==> config.mk <==
export PLATFORM = sky130hd
export DESIGN_NAME = vslc_timer_bank
export DESIGN_NICKNAME = d
export VERILOG_FILES = /design/src/rtl/vslc_timer_bank.sv
export SDC_FILE = /design/constraint.sdc
export NUM_CORES = 1
export LEC_CHECK = 0
export CORE_ASPECT_RATIO = 1.5
export CORE_MARGIN = 2
export CORE_UTILIZATION = 55
export DETAILED_ROUTE_END_ITERATION = 8
export PLACE_DENSITY = 0.72
export SYNTH_ARGS = -nofsm -noshare
export SYNTH_HDL_FRONTEND = slang
export SYNTH_SLANG_ARGS = --single-unit
==> constraint.sdc <==
create_clock -name clk -period 11.4 [get_ports clk]
set_input_delay 2.28 -clock clk [delete_from_list [all_inputs] [get_ports clk]]
set_output_delay 2.28 -clock clk [all_outputs]
set_load 0.01 [all_outputs]
==> src/rtl/vslc_timer_bank.sv <==
// vslc_timer_bank: NUM_CH independent two-phase timers.
// Each channel has a power-of-two prescaler and three run modes: cycle, one-shot and gated.
// Channels are configured through a small write port and run under per-channel en/trig.
module vslc_timer_bank #(
  parameter int NUM_CH   = 4,
  parameter int WIDTH    = 16,
  parameter int DIV_BITS = 4
) (
  input  logic              clk,
  input  logic              rst_n,
  input  logic              cfg_we,
  input  logic [2:0]        cfg_ch,
  input  logic [1:0]        cfg_addr,
  input  logic [WIDTH-1:0]  cfg_wdata,
  input  logic [NUM_CH-1:0] en,
  input  logic [NUM_CH-1:0] trig,
  output logic [NUM_CH-1:0] tmr_out,
  output logic [NUM_CH-1:0] busy,
  output logic [NUM_CH-1:0] done
);

  localparam int PW = (2**DIV_BITS) - 1;
  localparam logic [PW-1:0]    PRE_ONES = '1;
  localparam logic [PW-1:0]    PRE_ONE  = PW'(1);
  localparam logic [WIDTH-1:0] CNT_ONE  = WIDTH'(1);
  localparam logic [1:0]       MODE_ONESHOT = 2'd1;
  localparam logic [1:0]       MODE_GATED   = 2'd2;

  typedef enum logic [1:0] {ST_IDLE, ST_RUN_A, ST_RUN_B, ST_HOLD} state_t;

  for (genvar i = 0; i < NUM_CH; i++) begin : g_ch
    state_t            state, nxt_state;
    logic [WIDTH-1:0]  prog_a, prog_b;
    logic [WIDTH-1:0]  act_a, act_b, nxt_act_a, nxt_act_b;
    logic [WIDTH-1:0]  cnt, nxt_cnt;
    logic [PW-1:0]     pre, nxt_pre, pre_max;
    logic [DIV_BITS-1:0] div_r;
    logic [1:0]        mode_r;
    logic              inv_r, nxt_inv;
    logic              held_a, nxt_held_a;
    logic              latch, nxt_latch;
    logic              done_r, nxt_done;
    logic              out_r, nxt_level;
    logic              hit, ctrl_wr, div_clr;
    logic              tick, in_a, running, do_start, end_b;

    assign hit     = cfg_we && (cfg_ch == 3'(i));
    assign ctrl_wr = hit && (cfg_addr == 2'd2);
    assign div_clr = ctrl_wr && (cfg_wdata[DIV_BITS-1:0] != div_r);
    assign nxt_inv = ctrl_wr ? cfg_wdata[DIV_BITS+2] : inv_r;
    assign pre_max = ~(PRE_ONES << div_r);
    assign tick    = (pre == pre_max);

    // Programmed periods and control fields; only the addressed channel changes.
    always_ff @(posedge clk or negedge rst_n) begin
      if (!rst_n) begin
        prog_a <= WIDTH'(1);
        prog_b <= WIDTH'(2);
        div_r  <= '0;
        mode_r <= '0;
        inv_r  <= 1'b0;
      end else if (hit) begin
        case (cfg_addr)
          2'd0: prog_a <= cfg_wdata;
          2'd1: prog_b <= cfg_wdata;
          2'd2: begin
            div_r  <= cfg_wdata[DIV_BITS-1:0];
            mode_r <= cfg_wdata[DIV_BITS+1:DIV_BITS];
            inv_r  <= cfg_wdata[DIV_BITS+2];
          end
          default: ;
        endcase
      end
    end

    // Next-state, counter and prescaler logic; priority is en=0, then trig/start, then counting.
    // A HOLD channel that sees en=1 is processed as its saved phase for that edge, so the
    // paused edges are simply skipped and the phase keeps its full length.
    always_comb begin
      nxt_state  = state;
      nxt_cnt    = cnt;
      nxt_pre    = pre;
      nxt_act_a  = act_a;
      nxt_act_b  = act_b;
      nxt_held_a = held_a;
      nxt_latch  = latch;
      nxt_done   = 1'b0;
      do_start   = 1'b0;
      end_b      = 1'b0;
      in_a       = (state == ST_RUN_A) || ((state == ST_HOLD) && held_a);
      running    = (state != ST_IDLE);

      if (!en[i]) begin
        nxt_latch = 1'b0;
        if (running && (mode_r == MODE_GATED)) begin
          nxt_state  = ST_HOLD;
          nxt_held_a = in_a;
        end else begin
          nxt_state = ST_IDLE;
          nxt_cnt   = '0;
          nxt_pre   = '0;
        end
      end else if (trig[i] || ((state == ST_IDLE) && !latch)) begin
        do_start  = 1'b1;
        nxt_latch = 1'b0;
      end else if (running) begin
        if (tick) begin
          nxt_pre = '0;
          if (in_a) begin
            if (cnt == act_a - CNT_ONE) begin
              if (act_b != '0) begin
                nxt_state = ST_RUN_B;
                nxt_cnt   = '0;
              end else begin
                end_b = 1'b1;
              end
            end else begin
              nxt_state = ST_RUN_A;
              nxt_cnt   = cnt + CNT_ONE;
            end
          end else begin
            if (cnt == act_b - CNT_ONE) begin
              end_b = 1'b1;
            end else begin
              nxt_state = ST_RUN_B;
              nxt_cnt   = cnt + CNT_ONE;
            end
          end
        end else begin
          nxt_pre   = pre + PRE_ONE;
          nxt_state = in_a ? ST_RUN_A : ST_RUN_B;
        end

        if (end_b) begin
          nxt_done = 1'b1;
          if (mode_r == MODE_ONESHOT) begin
            nxt_state = ST_IDLE;
            nxt_latch = 1'b1;
            nxt_cnt   = '0;
            nxt_pre   = '0;
          end else begin
            do_start = 1'b1;
          end
        end
      end

      if (do_start) begin
        nxt_act_a  = prog_a;
        nxt_act_b  = prog_b;
        nxt_cnt    = '0;
        nxt_pre    = '0;
        nxt_held_a = 1'b0;
        if (prog_a != '0)      nxt_state = ST_RUN_A;
        else if (prog_b != '0) nxt_state = ST_RUN_B;
        else                   nxt_state = ST_IDLE;
      end

      nxt_level = (nxt_state == ST_RUN_A) || ((nxt_state == ST_HOLD) && nxt_held_a);
    end

    // Run state, counters and registered outputs.
    always_ff @(posedge clk or negedge rst_n) begin
      if (!rst_n) begin
        state  <= ST_IDLE;
        cnt    <= '0;
        pre    <= '0;
        act_a  <= WIDTH'(1);
        act_b  <= WIDTH'(2);
        held_a <= 1'b0;
        latch  <= 1'b0;
        done_r <= 1'b0;
        out_r  <= 1'b0;
      end else begin
        state  <= nxt_state;
        cnt    <= nxt_cnt;
        pre    <= div_clr ? '0 : nxt_pre;
        act_a  <= nxt_act_a;
        act_b  <= nxt_act_b;
        held_a <= nxt_held_a;
        latch  <= nxt_latch;
        done_r <= nxt_done;
        out_r  <= nxt_level ^ nxt_inv;
      end
    end

    assign tmr_out[i] = out_r;
    assign busy[i]    = (state != ST_IDLE);
    assign done[i]    = done_r;
  end

endmodule

### Yosys cells after proc, flatten, opt, wreduce, memory -nomap -nowiden

Cells that the tools add are included.
W data, S select, Z words.

* flip-flop bits (word level): 432
* input bits: 32

* $add $sub $neg: 16
* equality and inequality tests: 81
* shift-type cells: 4
* mux-type cells: 248
* bitwise gates (word level): 8
* reduce and logical (&&, ||, !) cells: 90

Operators with widths (number)
* $mux W16: 48
* $mux W15: 36
* $reduce_bool A16 Y1: 12
* $eq A16 B16 Y1: 8
* $sub A16 B1 Y16 const B: 8
* $mux W2: 60
* $mux W1: 104
* $add A16 B1 Y16 const B: 4
* $add A15 B1 Y15 const B: 4
* $eq A15 B15 Y1: 4
* $not A15 Y15: 4
* $shl A15 B4 Y15 const A: 4
* $ne A3 B1 Y1 const B: 16
* $reduce_and A3 Y1: 12
* $ne A4 B3 Y1 const B: 8
* $logic_and A1 B1 Y1: 28
* $eq A2 B1 Y1 const B: 13
* $eq A2 B2 Y1 const B: 13
* $ne A3 B3 Y1 const B: 8
* $reduce_and A2 Y1: 12
* $ne A4 B1 Y1 const B: 4
* $ne A4 B4 Y1: 4
* $logic_or A1 B1 Y1: 12
* $logic_not A2 Y1: 5
* 6 further kinds: 16

### Longest topological paths before layout

Gate-level depths: netlist of run 1.

* depth in word-level cells: 17
* depth in mapped cells: 18
* depth with buffers taken out: 13

### Worst setup path after synthesis of run 1

Ideal clock, no wire load.

* path type: input to register
* start point: in cfg_ch[2]
* end point: reg g_ch[3].pre[13]
* setup time: 0.081 ns
* arrival time: 4.278 ns
* slack: 7.041 ns
* stages: 9
* path buffers: 1
* cell sequence: nor4bb_1 -> and3_1 -> clkbuf_1 -> o41ai_1 -> and2_1 -> nor2_1 -> nand3_1 -> or3_1 -> a21oi_1

* word-level cells in the longest chain between the ends: 6
* elaborated cells between the ends (all ways): 9
* those cells by class: 4 x eq/ne; 1 x mux; 4 x reduce/logical

Ends and longest elaborated chain
* from (decl): RTL line 12 `input logic [2:0] cfg_ch,`
* $eq A3 B2 Y1 (*): RTL line 47 `assign hit = cfg_we && (cfg_ch == 3'(i));`
* $logic_and A1 B1 Y1 (*): RTL line 47
* $logic_and A1 B1 Y1 (*): RTL line 48 `assign ctrl_wr = hit && (cfg_addr == 2'd2);`
* $logic_and A1 B1 Y1 (*): RTL line 49 `assign div_clr = ctrl_wr && (cfg_wdata[DIV_BITS-1:0] != div_r);`
* $ne A4 B1 Y1 (no source line) or $ne A4 B3 Y1 (tied branches)
* $reduce_and A3 Y1 (no source line)
* to (signal assigned): RTL line 176 `pre <= div_clr ? '0 : nxt_pre;`
* to (decl): RTL line 36 `logic [PW-1:0] pre, nxt_pre, pre_max;`

Every way passes the cells marked *; elsewhere a longest branch is shown, timed or not.
A chain may end at the register's enable or synchronous reset.

### Worst setup path after layout of run 1

* start point: in cfg_addr[1]
* end point: reg g_ch[2].pre[13]

* word-level cells in the longest chain between the ends: 5
* elaborated cells between the ends (all ways): 8
* those cells by class: 4 x eq/ne; 1 x mux; 3 x reduce/logical

Ends and longest elaborated chain
* from (decl): RTL line 13 `input logic [1:0] cfg_addr,`
* $eq A2 B2 Y1 (*): RTL line 48
* $logic_and A1 B1 Y1 (*): RTL line 48
* $logic_and A1 B1 Y1 (*): RTL line 49
* $ne A4 B1 Y1 (no source line) or $ne A4 B3 Y1 (tied branches)
* $reduce_and A3 Y1 (no source line)
* to (signal assigned): RTL line 176
* to (decl): RTL line 36

Marks and branches as above.

==> impl_metrics.py, run 1 <==
metrics = {
    "synth": {
        "ys_types": 107,
        "async_reset_ff_share_pct": 100,
        "syn_nets": 2824,
        "ys_seq_area_share_pct": 40.8,
        "syn_area_sq_um": 26500,
        "synth_ff_type": "dfrtp_1",
        "syn-instance-count": 2776,
        "synth-edff-count": 0,
        "postSynthAreaPerCell_sq_um": 9.56,
        "yosys_warnings": 0,
        "ys_seq_elements": 432,
    },
    "cts": {
        "cts_hold_buf": 0,
        "cts_tree": "done",
        "cts_inserted_buffers": 43,
        "cts_setup_buffers": 0,
        "cts_resized": 0,
        "cts_buffer_depth": 3,
        "clock-sinks": 432,
        "clock_latency_ns": 0.56,
        "clk_pin_slew_ns": 0.07,
        "root_buffer": "clkbuf_16",
        "htree_levels": 2,
    },
    "layout": {
        "fillers": 4009,
        "nets": 2751,
        "final_cells": 3337,
        "drive_gt1_share_pct": 16.0,
        "fin_area_sq_um": 28600,
        "final_core_util_pct": 59.9,
        "area_delta_synth_final_pct": 7.63,
    },
    "drt": {
        "avgViaCountPerCell": 6.42,
        "ant_nets": 0,
        "drc_errors": 0,
        "wire_per_inst_um": 20.5,
        "num_vias": 21400,
        "wl_mm": 68.6,
        "drt_iter0_markers": 1403,
        "first_pass_iters": 6,
    },
    "worst_setup_path": {
        "endpoint_kind": "flip-flop",
        "arrival_ns": 5.30,
        "slowest_delay_ns": 0.62,
        "cp_max_fo": 11,
        "path_buf_inv": 2,
        "cp_slowest_cell": "a41oi_1",
        "setup.worst_path.class": "in -> reg",
        "cp_cell_sequence": "clkdlybuf4s50_1 -> nor4bb_1 -> buf_4 -> nand2_1 -> a41oi_1 -> a21oi_1 -> nor2_1 -> nand4_1 -> o21ai_0",
        "critical_path.top_delay_family": "simple AND/OR/NAND/NOR gates",
        "worst-endpoint-required_ns": 11.88,
        "start_kind": "input port",
    },
    "sta": {
        "max_freq_ghz": 0.208,
        "tightest_slew_ns": 1.15,
        "hold_violations": 0,
        "drv_slew": 0,
        "fin_crit_sh_pct": 42.3,
        "rsz0062_at_grt": "false",
        "tns_ns": 0,
        "period_needed_ns": 4.82,
        "worst_clock_skew_ns": 0.0129,
        "setup_viol": 0,
        "hold_ws_ns": 0.494,
        "max_slew_margin_pct": 22.5,
    },
    "floorplanning": {
        "dieArea_sq_um": 50100,
        "core-area_sq_um": 47700,
        "start_util_pct": 55.6,
        "rows": 98,
        "die_y_um": 273,
        "die_w_um": 183,
        "io_pins": 44,
    },
    "place": {
        "io_buffers": 43,
        "dpl.hpwl_mm": 48.3,
        "gp_congestion": 0.903,
        "dpl.cell_count": 3258,
        "dpl_cell_area_sq_um": 27100,
    },
    "global_route": {
        "grt_max_degree": 176,
        "grt-ovfl-total": 0,
        "grt_pass1_wl_mm": 111,
        "antenna_found_initial": 1,
        "grt_use_total_pct": 27.5,
        "grt_pass1_vias": 21500,
    },
    "power_and_ir_drop": {
        "leakage_uw": 0.0120,
        "p_per_area_nw_per_um2": 187,
        "ir_worst_vdd_uv": 168,
    },
    "worst_hold_path": {
        "hold_class": "reg -> reg",
    },
    "job": {
        "max_cap_violations": 0,
    },
    "status": {
        "status": "completed",
    },
}
[where the power goes]
group	total, uW	switching (uW)	internal [uW]
registers	2220	408	1810
clock network	1470	622	851
logic	1650	859	788
total	5340	1890	3450
[per-layer routing]
metal	wire length [um]	global-route usage, %	part of all wire [%]	up-vias
met1	27600	32.5	40	10700
met3	2920	3.40	4.3	181
met4	2770	12.1	4.0	2
met2	35300	49.8	51	556
met5	16	0	0.023	-
li1	-	-	-	10000
[flip-flops by register name (all words and copies together) (netlist names)]
| signal | flops |
|---|---|
| g_ch.act_a | 64 |
| g_ch.act_b | 64 |
| g_ch.cnt | 64 |
| g_ch.div_r | 16 |
| g_ch.done_r | 4 |
| g_ch.held_a | 4 |
| g_ch.inv_r | 4 |
| g_ch.latch | 4 |
| g_ch.mode_r | 8 |
| g_ch.out_r | 4 |
| g_ch.pre | 60 |
| g_ch.prog_a | 64 |
| g_ch.prog_b | 64 |
| g_ch.state | 8 |
[kinds of logic after synthesis]
family	Yosys count	share of synthesized area, %
AND/OR/NAND/NOR	1016	21.2
XOR/XNOR	180	6.05
multiplexers	289	12.5
flip-flops	432	40.8
AO/OA/AOI/OAI	595	14.6
buffers and inverters	245	3.90
adder cells (fa/ha/maj)	19	0.868
[final cells by class]
cell class / instances / area, sq um / area share [%]
Tap cell: 600 / 751 / 2.63
Timing Repair Buffer: 63 / 598 / 2.09
Antenna cell: 1 / 2.50 / 0.00876
Sequential cell: 432 / 10800 / 37.9
Clock inverter: 20 / 228 / 0.797
Multi-Input combinational cell: 2099 / 14700 / 51.4
Clock buffer: 58 / 1220 / 4.29
Inverter: 64 / 240 / 0.841
[Yosys cell counts (19+ instances only)]
library cell | n | area [sq um]
dfrtp_1 | 416 | 10400
mux2_2 | 245 | 2760
nor2_1 | 188 | 706
o21ai_0 | 186 | 931
nand2_1 | 176 | 661
clkbuf_1 | 127 | 477
xnor2_1 | 102 | 893
a21oi_1 | 100 | 500
nand3_1 | 93 | 465
nor4_1 | 77 | 482
xor2_1 | 76 | 666
and3_1 | 74 | 463
nor3_1 | 65 | 325
inv_1 | 62 | 233
nand2b_1 | 60 | 375
nor2b_1 | 43 | 269
nand4_1 | 42 | 263
a31oi_1 | 33 | 206
o21ai_1 | 32 | 160
a22o_1 | 30 | 263
or3_1 | 28 | 175
buf_2 | 26 | 130
mux2_4 | 26 | 390
nor3b_1 | 22 | 165
or4_1 | 20 | 150
a21o_1 | 19 | 143
[stage by stage]
| stage | worst slack (ns) | total power [uW] |
|---|---|---|
| 3_3_place_gp | 6.20 | 3800 |
| 4_1_cts | 6.60 | 5360 |
| 5_1_grt | 6.41 | 5650 |
| 6_report | 6.58 | 5340 |
| 3_5_place_dp | 6.07 | 3870 |
| 2_1_floorplan | 7.04 | 3460 |
[final timing paths]
kind / start / to / slack, ns / cells after the start
hold reg to reg: g_ch[1].prog_a[0] / g_ch[1].act_a[0] / 0.49 / 2
hold / removal: g_ch[1].prog_a[0] / g_ch[1].act_a[0] / 0.49 / 2
setup / recovery: cfg_addr[1] / g_ch[2].pre[13] / 6.58 / 9
setup reg to reg: g_ch[3].act_b[0] / g_ch[3].cnt[15] / 6.83 / 13
min in group asynchronous: rst_n / g_ch[2].pre[7] / 1.73 / 1
max in group asynchronous: rst_n / g_ch[1].prog_b[8] / 7.26 / 3
[cell usage in the layout (no fill, tap or decap), types with 14 or more instances in the layout]
cell type / n
xor2_1: 76
nor2b_1: 43
o21ai_0: 186
nor3b_1: 22
nor2_1: 188
a31oi_1: 33
a22o_1: 30
nor4_1: 77
clkbuf_16: 45
nand3b_1: 18
clkdlybuf4s50_1: 42
a21oi_1: 100
dfrtp_1: 416
nand4_1: 42
a21o_1: 19
nor3_1: 65
nor4b_1: 14
or3_1: 28
ha_1: 16
inv_1: 62
mux2i_1: 18
o21ai_1: 30
mux2_2: 245
nand3_1: 93
and3_1: 74
nand2b_1: 60
o31ai_1: 14
xnor2_1: 102
buf_4: 19
a211oi_1: 18
mux2_4: 26
nand2_1: 176
or4_1: 20
dfstp_2: 16
[worst min-delay path: stages, from the launching register on]
cell     delay, ns
dfstp_2       0.38
nand2_1       0.05
o21ai_0       0.07
Note: power is estimated with default switching activity, not from simulation.
==> run 2, diff against run 1 <==
==> constraint.sdc (replaced) <==
create_clock -name clk -period 4.5 [get_ports clk]
set_input_delay 0.9 -clock clk [delete_from_list [all_inputs] [get_ports clk]]
set_output_delay 0.9 -clock clk [all_outputs]
set_load 0.01 [all_outputs]
==> run 2 against run 1 <==
Sequential share of layout area fell by 0.60 points. Power rose to 2.6 times the previous value. Cell count rose by 1.3%. Clock skew rose by 0.0096 ns. Hold slack got worse by 0.15 ns. Sequential power rose to 2.5 times the previous value. Global-route usage rose by 0.49 points. Register-to-register slack got worse by 6.4 ns. Critical path type is now reg -> reg. Largest power group unchanged.
==> impl_metrics.py, run 2 (synthesis results as in run 1) <==
metrics = {
    "sta": {
        "fin_crit_sh_pct": 90.7,
        "drv_slew": 0,
        "max_freq_ghz": 0.245,
        "hold_ws_ns": 0.341,
        "period_needed_ns": 4.08,
        "tns_ns": 0,
        "worst_clock_skew_ns": 0.0225,
        "setup_viol": 0,
        "tightest_slew_ns": 1.07,
        "max_slew_margin_pct": 26.6,
        "hold_violations": 0,
        "rsz0062_at_grt": "false",
    },
    "layout": {
        "multi_input_area_sq_um": 14700,
        "nets": 2790,
        "area_delta_synth_final_pct": 9.35,
        "drive_gt1_share_pct": 17.2,
        "final_cell_mix": "416 x dfrtp_1, 245 x mux2_2, 188 x nor2_1",
        "final_core_util_pct": 60.8,
        "fillers": 3961,
        "seq_area_sq_um": 10800,
        "diodes": 0,
        "layout_commonest_cell": "dfrtp_1",
    },
    "worst_setup_path": {
        "arrival_ns": 4.57,
        "worst-endpoint-required_ns": 4.98,
        "start_kind": "flip-flop",
        "cp_max_fo": 16,
        "setup.worst_path.class": "reg -> reg",
        "path_buf_inv": 0,
        "slowest_delay_ns": 0.78,
        "critical_path.top_delay_family": "simple AND/OR/NAND/NOR gates",
        "cp_slowest_cell": "nor2b_1",
        "endpoint_kind": "flip-flop",
        "cp_cell_sequence": "or3_1 -> nor4_2 -> mux2_2 -> mux2i_1 -> a21oi_1 -> nand4_1 -> a21bo_1 -> and2_1 -> nor2b_1 -> o21ai_0 -> a31oi_1",
    },
    "global_route": {
        "grt_pass1_vias": 21500,
        "grt-ovfl-total": 0,
        "antenna_found_initial": 1,
        "grt_max_degree": 109,
        "grt_pass1_wl_mm": 113,
        "grt_use_total_pct": 27.9,
    },
    "floorplanning": {
        "io_pins": 44,
        "die_y_um": 273,
        "core-area_sq_um": 47700,
        "rows": 98,
        "die_w_um": 183,
        "dieArea_sq_um": 50100,
        "start_util_pct": 55.6,
    },
    "drt": {
        "wire_per_inst_um": 20.7,
        "drc_errors": 0,
        "ant_nets": 0,
        "num_vias": 21600,
        "avgViaCountPerCell": 6.39,
        "first_pass_iters": 8,
        "drt_iter0_markers": 1318,
        "wl_mm": 70.0,
    },
    "power_and_ir_drop": {
        "switchingPower_uw": 4890,
        "ir_worst_vdd_uv": 385,
        "switching_share_pct": 35.3,
        "leakage_uw": 0.0122,
        "power.internal_uw": 8940,
        "pwr-share-comb_pct": 30.8,
        "total_power_uw": 13800,
        "clkPwrFrac_pct": 28.3,
        "pwr-share-seq_pct": 41.0,
        "p_per_area_nw_per_um2": 477,
    },
    "cts": {
        "root_buffer": "clkbuf_16",
        "cts_hold_buf": 0,
        "clock-sinks": 432,
        "clock_latency_ns": 0.57,
        "cts_inserted_buffers": 45,
        "htree_levels": 2,
        "clk_pin_slew_ns": 0.07,
        "cts_tree": "done",
        "cts_buffer_depth": 3,
        "cts_resized": 0,
        "cts_setup_buffers": 0,
    },
    "status": {
        "status": "completed",
    },
    "place": {
        "io_buffers": 43,
        "gp_congestion": 0.944,
        "dpl.hpwl_mm": 50.8,
    },
    "job": {
        "max_cap_violations": 0,
    },
    "worst_hold_path": {
        "hold_class": "in -> async",
    },
}
-- run 2: power by group through the flow --
stage | Combinational (uW) | Sequential [uW] | Clock (uW)
final | 4250 | 5660 | 3910
after global routing | 4690 | 5790 | 4150
after CTS | 4250 | 5640 | 3980
after detailed placement | 4210 | 5710 | 0
after global placement | 4090 | 5650 | 0
after floorplan | 3570 | 5190 | 0
-- run 2: final timing paths --
path / depth (start not counted) / start / slack [ns] / endpoint
worst min-delay path: 1 / rst_n / 0.34 / g_ch[2].pre[4]
max in group asynchronous: 3 / rst_n / 2.94 / g_ch[3].act_a[0]
worst max-delay path: 11 / g_ch[2].act_a[2] / 0.42 / g_ch[2].cnt[5]
min in group clk: 2 / g_ch[2].prog_b[1] / 0.49 / g_ch[2].act_b[1]
worst min register to register: 2 / g_ch[2].prog_b[1] / 0.49 / g_ch[2].act_b[1]
worst max register to register: 11 / g_ch[2].act_a[2] / 0.42 / g_ch[2].cnt[5]
-- run 2: area by class of cell --
type	count	share of cell area, %
repair buffers	100	3.32
clock buffers	62	4.39
inverters	64	0.828
flip-flops and latches	432	37.3
multi-input cells	2099	50.6
well taps	600	2.59
clock inverters	22	0.949
-- run 2: per-stage QoR --
stage	cells	setup slack [ns]	area, sq um
after floorplan	2776	0.661	26500
after global placement	3295	0.584	27500
after detailed placement	3295	0.443	27500
after CTS	3379	0.415	29000
after global routing	3379	0.0153	29000
final	3379	0.417	29000
-- run 2: routing by layer --
metal / vias up / wire, um / global-route usage, %
li1: 10100 / - / -
met1: 10700 / 27000 / 31.9
met2: 562 / 36500 / 51.1
met3: 208 / 3030 / 4.05
met4: 2 / 3460 / 13.2
met5: - / 13 / 0
-- run 2: worst register-to-register path: cells and delay by family, from the launching register on --
| kind | cells | cell delay (ns) |
|---|---|---|
| muxes | 2 | 0.57 |
| and+or+nand+nor | 5 | 2.28 |
| DFF | 1 | 0.45 |
| AOI/OAI and AO/OA | 4 | 0.70 |
